===== src/rtl/mem_arbiter_pkg.sv =====
// Shared types for the main-memory arbiter: FSM states, grant IDs, latency load helper.
package mem_arbiter_pkg;

  typedef enum logic [1:0] {
    ST_IDLE = 2'd0,
    ST_CPU  = 2'd1,
    ST_IO   = 2'd2
  } state_t;

  typedef enum logic {
    GNT_CPU = 1'b0,
    GNT_IO  = 1'b1
  } grant_t;

  // Counter is loaded with MEM_LAT-1 so the final strobe cycle sees zero.
  function automatic logic [3:0] lat_load(input int unsigned lat);
    return 4'(lat - 1);
  endfunction

endpackage


===== src/rtl/mem_arbiter_lat_counter.sv =====
// Down-counter timing the length of one memory access; flags zero.
module mem_lat_counter (
  input  logic       clk,
  input  logic       reset_n,
  input  logic       load,
  input  logic [3:0] load_val,
  input  logic       dec,
  output logic       zero
);

  logic [3:0] cnt_q;

  always_ff @(posedge clk) begin
    if (!reset_n) begin
      cnt_q <= '0;
    end else if (load) begin
      cnt_q <= load_val;
    end else if (dec && (cnt_q != '0)) begin
      cnt_q <= cnt_q - 4'd1;
    end
  end

  assign zero = (cnt_q == '0);

endmodule


===== src/rtl/mem_arbiter.sv =====
// Arbitrates the main memory port between CPU and I/O; one access at a time, fixed latency.
// Define MEM_ARB_CPU_PRIO_EN for fixed CPU priority instead of round-robin.
module mem_arbiter
  import mem_arbiter_pkg::*;
#(
  parameter int unsigned ADDR_W  = 12,
  parameter int unsigned DATA_W  = 16,
  parameter int unsigned MEM_LAT = 2
) (
  input  logic              clk,
  input  logic              reset_n,
  input  logic              cpu_req,
  input  logic              cpu_we,
  input  logic [ADDR_W-1:0] cpu_addr,
  input  logic [DATA_W-1:0] cpu_wdata,
  output logic [DATA_W-1:0] cpu_rdata,
  output logic              cpu_done,
  output logic              cpu_wait_,
  input  logic              io_req,
  input  logic              io_we,
  input  logic [ADDR_W-1:0] io_addr,
  input  logic [DATA_W-1:0] io_wdata,
  output logic [DATA_W-1:0] io_rdata,
  output logic              io_done,
  output logic              mem_en,
  output logic              mem_we,
  output logic [ADDR_W-1:0] mem_addr,
  output logic [DATA_W-1:0] mem_wdata,
  input  logic [DATA_W-1:0] mem_rdata
);

  localparam logic [3:0] LAT_LOAD = lat_load(MEM_LAT);

  state_t state_q, state_d;
  logic   cpu_elig, io_elig;
  logic   pick_cpu, pick_io;
  logic   start_cpu, start_io, finish;
  logic   lat_zero;

  // A requester whose done is pulsing this cycle is not re-granted.
  assign cpu_elig = cpu_req & ~cpu_done;
  assign io_elig  = io_req  & ~io_done;

`ifdef MEM_ARB_CPU_PRIO_EN
  assign pick_cpu = cpu_elig;
`else
  grant_t last_grant_q;

  assign pick_cpu = cpu_elig & (~io_elig | (last_grant_q == GNT_IO));

  always_ff @(posedge clk) begin
    if (!reset_n) begin
      last_grant_q <= GNT_IO;
    end else if (start_cpu) begin
      last_grant_q <= GNT_CPU;
    end else if (start_io) begin
      last_grant_q <= GNT_IO;
    end
  end
`endif

  assign pick_io = io_elig & ~pick_cpu;

  always_ff @(posedge clk) begin
    if (!reset_n) begin
      state_q <= ST_IDLE;
    end else begin
      state_q <= state_d;
    end
  end

  always_comb begin
    state_d   = state_q;
    start_cpu = 1'b0;
    start_io  = 1'b0;
    finish    = 1'b0;
    unique case (state_q)
      ST_IDLE: begin
        if (pick_cpu) begin
          start_cpu = 1'b1;
          state_d   = ST_CPU;
        end else if (pick_io) begin
          start_io = 1'b1;
          state_d  = ST_IO;
        end
      end
      ST_CPU, ST_IO: begin
        if (lat_zero) begin
          finish  = 1'b1;
          state_d = ST_IDLE;
        end
      end
      default: state_d = ST_IDLE;
    endcase
  end

  mem_lat_counter u_lat (
    .clk      (clk),
    .reset_n  (reset_n),
    .load     (start_cpu | start_io),
    .load_val (LAT_LOAD),
    .dec      (state_q != ST_IDLE),
    .zero     (lat_zero)
  );

  always_ff @(posedge clk) begin
    if (!reset_n) begin
      mem_en    <= 1'b0;
      mem_we    <= 1'b0;
      mem_addr  <= '0;
      mem_wdata <= '0;
      cpu_rdata <= '0;
      io_rdata  <= '0;
      cpu_done  <= 1'b0;
      io_done   <= 1'b0;
    end else begin
      cpu_done <= 1'b0;
      io_done  <= 1'b0;
      if (start_cpu) begin
        mem_en    <= 1'b1;
        mem_we    <= cpu_we;
        mem_addr  <= cpu_addr;
        mem_wdata <= cpu_wdata;
      end else if (start_io) begin
        mem_en    <= 1'b1;
        mem_we    <= io_we;
        mem_addr  <= io_addr;
        mem_wdata <= io_wdata;
      end
      if (finish) begin
        mem_en <= 1'b0;
        mem_we <= 1'b0;
        if (state_q == ST_CPU) begin
          cpu_done <= 1'b1;
          if (!mem_we) cpu_rdata <= mem_rdata;
        end else begin
          io_done <= 1'b1;
          if (!mem_we) io_rdata <= mem_rdata;
        end
      end
    end
  end

  assign cpu_wait_ = cpu_req & ~cpu_done;

endmodule


===== config.mk =====
export PLATFORM = sky130hd
export DESIGN_NAME = mem_arbiter
export DESIGN_NICKNAME = d
export VERILOG_FILES = /design/src/rtl/mem_arbiter_pkg.sv /design/src/rtl/mem_arbiter_lat_counter.sv /design/src/rtl/mem_arbiter.sv
export SDC_FILE = /design/constraint.sdc
export NUM_CORES = 1
export LEC_CHECK = 0
export CORE_ASPECT_RATIO = 0.5
export CORE_MARGIN = 10
export CORE_UTILIZATION = 25
export CTS_BUF_LIST = sky130_fd_sc_hd__clkbuf_8 sky130_fd_sc_hd__clkbuf_16
export DETAILED_ROUTE_END_ITERATION = 12
export GPL_ROUTABILITY_DRIVEN = 0
export HOLD_SLACK_MARGIN = 0.02
export PLACE_DENSITY_LB_ADDON = 0.1
export SKIP_LAST_GASP = 1
export SYNTH_ARGS = -nofsm -noshare
export SYNTH_HDL_FRONTEND = slang
export SYNTH_HIERARCHICAL = 1
export SYNTH_SLANG_ARGS = --single-unit
export TNS_END_PERCENT = 100

===== constraint.sdc =====
create_clock -name clk -period 1.92 [get_ports clk]
set_input_delay 0.384 -clock clk [delete_from_list [all_inputs] [get_ports clk]]
set_output_delay 0.384 -clock clk [all_outputs]
set_load 0.05 [all_outputs]

==> run_results.csv, run 1 <==
group,metric,value,unit
min_path,min_to,"io_rdata[9]",
die,die_h,97.4,um
placed_design,port_buffers,142,
placed_design,dp_hpwl,7.21,mm
worst_setup_path,crit_path_max_fanout,2,
worst_setup_path,worstPathArrival,1.50,ns
routing,drt_iter0_markers,156,
worst_setup_path,end_kind,"output pin",
placed_design,pre_cts_slack,-0.110,ns
logic_synthesis,ys_ff_latch,71,
routing,drt-pass1-iter-count,4,
worst_setup_path,crit_slowest_cell,"clkdlybuf4s50_1",
global_routing,grt_pass1_wl,15.8,mm
worst_setup_path,startpoint_type,"flop",
routing,wl,10.1,mm
die,rows,28,
cts,cts_tree,"yes",
sta,rsz0062_at_grt,"yes",
sta,maxSlewViolCount,0,
worst_setup_path,r2r_slack,0.05,ns
logic_synthesis,postSynthAreaPerCell,9.29,um2
min_path,hp-start,"io_rdata[9]",
sta,worstMarginPinSlew,0.586,ns
cts,clk_pin_slew,0.06,ns
die,io_pins,143,
cts,clkSinkCount,71,
logic_synthesis,ys_types,43,
global_routing,overflow,0,
finish,layout.nets,558,
finish,drive_above_1_share,0.172,
logic_synthesis,syn_inst,322,
routing,post-route-drc-count,0,
worst_setup_path,critPathBufInv,1,
sta,setup_ws,0.0402,ns
worst_setup_path,reg2reg_to,"io_rdata[8]",
logic_synthesis,yosysWarnings,6,
die,die_w,175,um
worst_setup_path,reg2reg_depth,9,
logic_synthesis,synth_top_cell_area_share,0.475,
die,coreArea,11800,um2
power,ir_drop,0.459,mV
routing,final_antenna_net_count,0,
power,power_density,1260,nW/um2
power,leakage,2.01,nW
sta,fmax,532,MHz
global_routing,grt_max_degree,54,
sta,setup_viol,0,
global_routing,antenna_found_initial,0,
routing,wl_per_cell,15.6,um
die,initial_utilization,0.254,
finish,n_antenna_cell,0,
worst_setup_path,worstReg2RegStart,"u_lat/cnt_q[0]",
sta,fin_skew,0.00704,ns
sta,min_period_over_period,0.979,
sta,final.setup.tns,0,ns
logic_synthesis,synth_top_area_cell,"dfxtp_1",
logic_synthesis,synth.yosys.seq_area_share,0.475,
logic_synthesis,synth.area.top_cells,"dfxtp_1, nand2_1, a21boi_0",
worst_setup_path,crit_chain,"clkdlybuf4s50_1",
worst_setup_path,required,1.54,ns
worst_setup_path,crit_type,"flop to output pin",
min_path,hold_path_class,"flop to flop",
worst_setup_path,cp_top_family,"buffers and inverters",
global_routing,grt_pass1_vias,2809,
routing,vias,2821,
outcome,status,"finished clean",
job,cap_violations,0,
cts,h-tree-depth,3,
sta,slew_headroom,0.608,
die,fp.dieArea,17000,um2
cts,clockRootBuffer,"clkbuf_16",
finish,synthToLayoutAreaGrowth,69.1,%
min_path,hold_depth,2,
routing,viasPerCell,4.36,
sta,hold_violations,0,
sta,period_minus_slack,1.88,ns
cts,cts_max_path_buffers,2,
logic_synthesis,synth_area,2990,um2
cts,clock_latency,0.33,ns
worst_setup_path,cp_num_cells,1,
worst_setup_path,cpPeakStageDelay,0.82,ns
global_routing,grtUsageTotal,0.116,
cts,numCtsBuffers,9,
## cell usage after synthesis, drive strengths merged
master / count
a21boi: 33
a21oi: 8
a2bb2o: 1
a311oi: 2
a32oi: 1
and4: 1
buf: 18
clkbuf: 5
clkinv: 1
conb: 2
dfxtp: 71
ha: 3
inv: 8
mux2i: 1
nand2: 75
nand2b: 4
nand3: 3
nand3b: 2
nand4: 1
nand4b: 3
nor2: 6
nor2b: 4
nor3: 1
nor3b: 4
nor4b: 1
o2111ai: 1
o21a: 1
o21ai: 7
o221ai: 1
o22ai: 28
o2bb2ai: 22
o31ai: 1
or3: 1
or3b: 1
## placed cells by master (no fill, tap or decap), types with 8 or more instances in the layout
cell	n
clkdlybuf4s50_1	107
nand2_1	73
dfxtp_1	69
buf_4	41
o22ai_1	28
o2bb2ai_1	22
a21boi_0	19
a21boi_1	14
clkbuf_16	10
dlymetal6s2s_1	10
a21oi_1	8
## worst max path at each step
stage	to	slack [ns]	from
CTS	mem_addr[5]	0.005	mem_addr[5]
floorplan	io_rdata[10]	0.01	u_lat/cnt_q[0]
detailed placement	mem_addr[5]	-0.11	io_req
finish	io_rdata[12]	0.04	io_rdata[12]
global route	io_rdata[0]	-0.02	u_lat/cnt_q[0]
global placement	mem_addr[5]	-0.08	io_req
## logic make-up (layout without fill, tap and decap cells)
logic type / Yosys count / in the layout / share of synthesized area
adders and majority gates: 3 / 3 / 0.0125
and+or+nand+nor: 107 / 107 / 0.182
DFF: 71 / 71 / 0.475
AOI/OAI and AO/OA: 106 / 106 / 0.261
other: 2 / 4 / 0.00251
muxes: 1 / 1 / 0.00335
buffers and inverters: 32 / 190 / 0.0644
## what timing repair did
action                                  in CTS  in global routing
endpoints found under the setup margin       3                 26
buffers inserted                             0                  3
pin swaps                                    0                  2
resized for setup                            1                 16
hold endpoints to repair                     0                  0
hold buffers                                 0                  0
cloned                                       0                  1
## power breakdown
part           internal (mW)  switching [mW]  total, mW
combinational           1.07            1.66       2.74
sequential              1.75           0.158       1.90
clock                   1.13           0.629       1.76
total                   3.95            2.45       6.40
## final cells by class
| type | count | area, um2 |
|---|---|---|
| Fill cell | 1193 | 6710 |
| Multi-Input combinational cell | 221 | 1430 |
| Inverter | 9 | 38.8 |
| Sequential cell | 71 | 1420 |
| Clock buffer | 9 | 225 |
| Timing Repair Buffer | 165 | 1650 |
| Tap cell | 165 | 206 |
| Clock inverter | 7 | 88.8 |
## registers in the layout, summed over array words and instances (netlist names)
signal / count
mem_addr: 12
io_done: 1
state_q: 2
u_lat/cnt_q: 4
mem_we: 1
io_rdata: 16
mem_en: 1
cpu_rdata: 16
mem_wdata: 16
last_grant_q: 1
cpu_done: 1
## stage by stage
stage	cell area [um2]	util	hold WS (ns)	std cells	power (mW)
after global placement	4650	0.395	0.443	627	4.61
after floorplan	3040	-	0.458	324	3.69
after global routing	5060	0.430	0.474	647	6.76
after CTS	4970	0.422	0.457	643	6.42
final	5060	0.430	0.452	647	6.40
after detailed placement	4650	0.395	0.445	627	4.61
## layer usage
metal  global-route usage  vias to the layer above  part of all wire
met1                0.146                     1272              0.49
met2                0.175                       85              0.44
met3               0.0481                        9             0.066
met5                    0                        -                 0
li1                     -                     1455                 -
met4               0.0369                        0             0.012
No activity file was read; power rests on OpenSTA's default activity.
==> inputs of run 2 (changes only) <==
--- a/config.mk
+++ b/config.mk
@@ -12,7 +12,7 @@
 export DETAILED_ROUTE_END_ITERATION = 12
 export GPL_ROUTABILITY_DRIVEN = 0
 export HOLD_SLACK_MARGIN = 0.02
-export PLACE_DENSITY_LB_ADDON = 0.1
+export PLACE_DENSITY_LB_ADDON = 0.15
 export SKIP_LAST_GASP = 1
 export SYNTH_ARGS = -nofsm -noshare
 export SYNTH_HDL_FRONTEND = slang
==> run_results.csv, run 2 (synthesis gave the netlist of run 1 again) <==
group,metric,value,unit
outcome,status,"finished clean",
global_routing,grt_max_degree,54,
routing,wl_per_cell,15.6,um
worst_setup_path,worstPathArrival,1.49,ns
min_path,hold_depth,2,
cts,clkSinkCount,71,
cts,cts_tree,"yes",
sta,min_period_over_period,0.977,
cts,cts_max_path_buffers,2,
worst_setup_path,r2r_slack,0.05,ns
worst_setup_path,crit_path_max_fanout,2,
finish,register_area,1420,um2
global_routing,grtUsageTotal,0.117,
global_routing,grt_pass1_vias,2944,
sta,setup_viol,0,
global_routing,overflow,0,
finish,drive_above_1_share,0.170,
die,rows,28,
finish,multiInputGateArea,1420,um2
routing,final_antenna_net_count,0,
placed_design,pre_cts_slack,-0.0222,ns
die,io_pins,143,
min_path,hp-start,"io_rdata[11]",
routing,post-route-drc-count,0,
cts,cts_setup_buffers,0,
global_routing,antenna_found_initial,0,
finish,design_area,5060,um2
worst_setup_path,reg2reg_depth,9,
cts,clk_pin_slew,0.06,ns
placed_design,port_buffers,142,
die,coreArea,11800,um2
min_path,min_to,"io_rdata[11]",
worst_setup_path,crit_type,"flop to output pin",
worst_setup_path,required,1.54,ns
sta,period_minus_slack,1.88,ns
routing,viasPerCell,4.32,
placed_design,dpl_cell_area,4700,um2
cts,h-tree-depth,3,
die,die_w,175,um
sta,fin_skew,0.00719,ns
sta,setup_ws,0.0446,ns
finish,layout_common_cells,"clkdlybuf4s50_1, nand2_1, dfxtp_1",
global_routing,grt_pass1_wl,16.1,mm
finish,synthToLayoutAreaGrowth,69.3,%
sta,worstMarginPinSlew,0.529,ns
routing,vias,2789,
cts,clock_latency,0.33,ns
sta,hold_violations,0,
die,initial_utilization,0.254,
finish,fillers,1181,
sta,rsz0062_at_grt,"yes",
worst_setup_path,crit_slowest_cell,"clkdlybuf4s50_1",
die,die_h,97.4,um
worst_setup_path,cpPeakStageDelay,0.82,ns
power,ir_drop,0.427,mV
cts,numCtsBuffers,9,
worst_setup_path,worstReg2RegStart,"u_lat/cnt_q[0]",
worst_setup_path,end_kind,"output pin",
sta,maxSlewViolCount,0,
placed_design,dp_hpwl,7.42,mm
job,cap_violations,0,
worst_setup_path,cp_top_family,"buffers and inverters",
routing,drt-pass1-iter-count,4,
power,leakage,1.97,nW
worst_setup_path,reg2reg_to,"io_rdata[13]",
worst_setup_path,crit_chain,"clkdlybuf4s50_1",
finish,layout.nets,557,
die,fp.dieArea,17000,um2
worst_setup_path,critPathBufInv,1,
sta,fmax,533,MHz
routing,wl,10.0,mm
cts,clockRootBuffer,"clkbuf_16",
power,power_density,1280,nW/um2
min_path,hold_path_class,"flop to flop",
finish,top_regs,"cpu_rdata x16, io_rdata x16, mem_wdata x16",
finish,n_antenna_cell,0,
sta,slew_headroom,0.647,
routing,drt_iter0_markers,94,
finish,layout_commonest_cell,"clkdlybuf4s50_1",
worst_setup_path,startpoint_type,"flop",
-- run 2: cell types whose count changed in the layout (fill, tap and decap cells not counted) --
cell	delta
nand2_1	+1
nand2_2	-1
dlymetal6s2s_1	-2
a21boi_1	-1
clkinv_2	-1
inv_1	-1
buf_4	-2
buf_12	+1
clkbuf_8	+2
a21boi_0	+1
buf_8	+1
clkdlybuf4s50_1	+2
clkbuf_16	-1
-- run 2: worst min-delay path, stage by stage, from the launching register on --
cell and delay [ns]:
dfxtp_1 0.31, nand2_1 0.05, a21boi_1 0.05
-- run 2: power breakdown --
group	switching [mW]	internal (mW)
logic	1.65	1.07
registers	0.157	1.75
clock network	0.640	1.21
total	2.45	4.02
-- run 2: through the flow --
step / utilization / TNS, ns / total power, mW / hold WS (ns) / std cells
6_report: 0.430 / 0 / 6.47 / 0.449 / 646
5_1_grt: 0.430 / -0.0815 / 6.84 / 0.464 / 646
4_1_cts: 0.427 / 0 / 6.55 / 0.454 / 646
3_5_place_dp: 0.399 / -0.0284 / 4.67 / 0.446 / 630
3_3_place_gp: 0.399 / 0 / 4.67 / 0.442 / 630
2_1_floorplan: - / 0 / 3.69 / 0.458 / 324
-- run 2: area by class of cell --
class	count	area share
clock buffer	11	0.0499
sequential	71	0.281
inverter	9	0.00766
clock inverter	5	0.0158
timing repair buffer	164	0.324
tap	165	0.0408
multi-input combinational	221	0.281
-- run 2: how the worst max path moves through the flow --
stage / startpoint / endpoint / slack [ns] / cells past startpoint
final: mem_wdata[0] / mem_wdata[0] / 0.04 / 1
after global routing: u_lat/cnt_q[1] / io_rdata[5] / -0.04 / 10
after CTS: u_lat/cnt_q[0] / io_rdata[2] / 0.006 / 9
after detailed placement: io_req / mem_addr[5] / -0.02 / 6
after global placement: io_req / mem_addr[5] / 0.02 / 6
after floorplan: u_lat/cnt_q[0] / io_rdata[10] / 0.01 / 10
-- run 2: repair_timing --
action / CTS / global route
hold buffers: 0 / 0
gates resized for setup: 0 / 12
endpoints found under the setup margin: 0 / 20
-- run 2: routing by layer --
| metal | share of wire | up-vias | routed length [um] | GRT usage |
|---|---|---|---|---|
| met5 | 0 | - | 0 | 0 |
| met1 | 0.47 | 1257 | 4740 | 0.143 |
| met4 | 0.010 | 0 | 102 | 0.0317 |
| li1 | - | 1449 | - | - |
| met3 | 0.065 | 8 | 651 | 0.0500 |
| met2 | 0.45 | 75 | 4550 | 0.186 |
==> inputs of run 3 (changes only) <==
--- a/config.mk
+++ b/config.mk
@@ -9,6 +9,7 @@
 export CORE_MARGIN = 10
 export CORE_UTILIZATION = 25
 export CTS_BUF_LIST = sky130_fd_sc_hd__clkbuf_8 sky130_fd_sc_hd__clkbuf_16
+export CTS_CLUSTER_DIAMETER = 200
 export DETAILED_ROUTE_END_ITERATION = 12
 export GPL_ROUTABILITY_DRIVEN = 0
 export HOLD_SLACK_MARGIN = 0.02
==> results of run 3 <==
The final DEF is identical to that of run 2; final timing and power are the same.
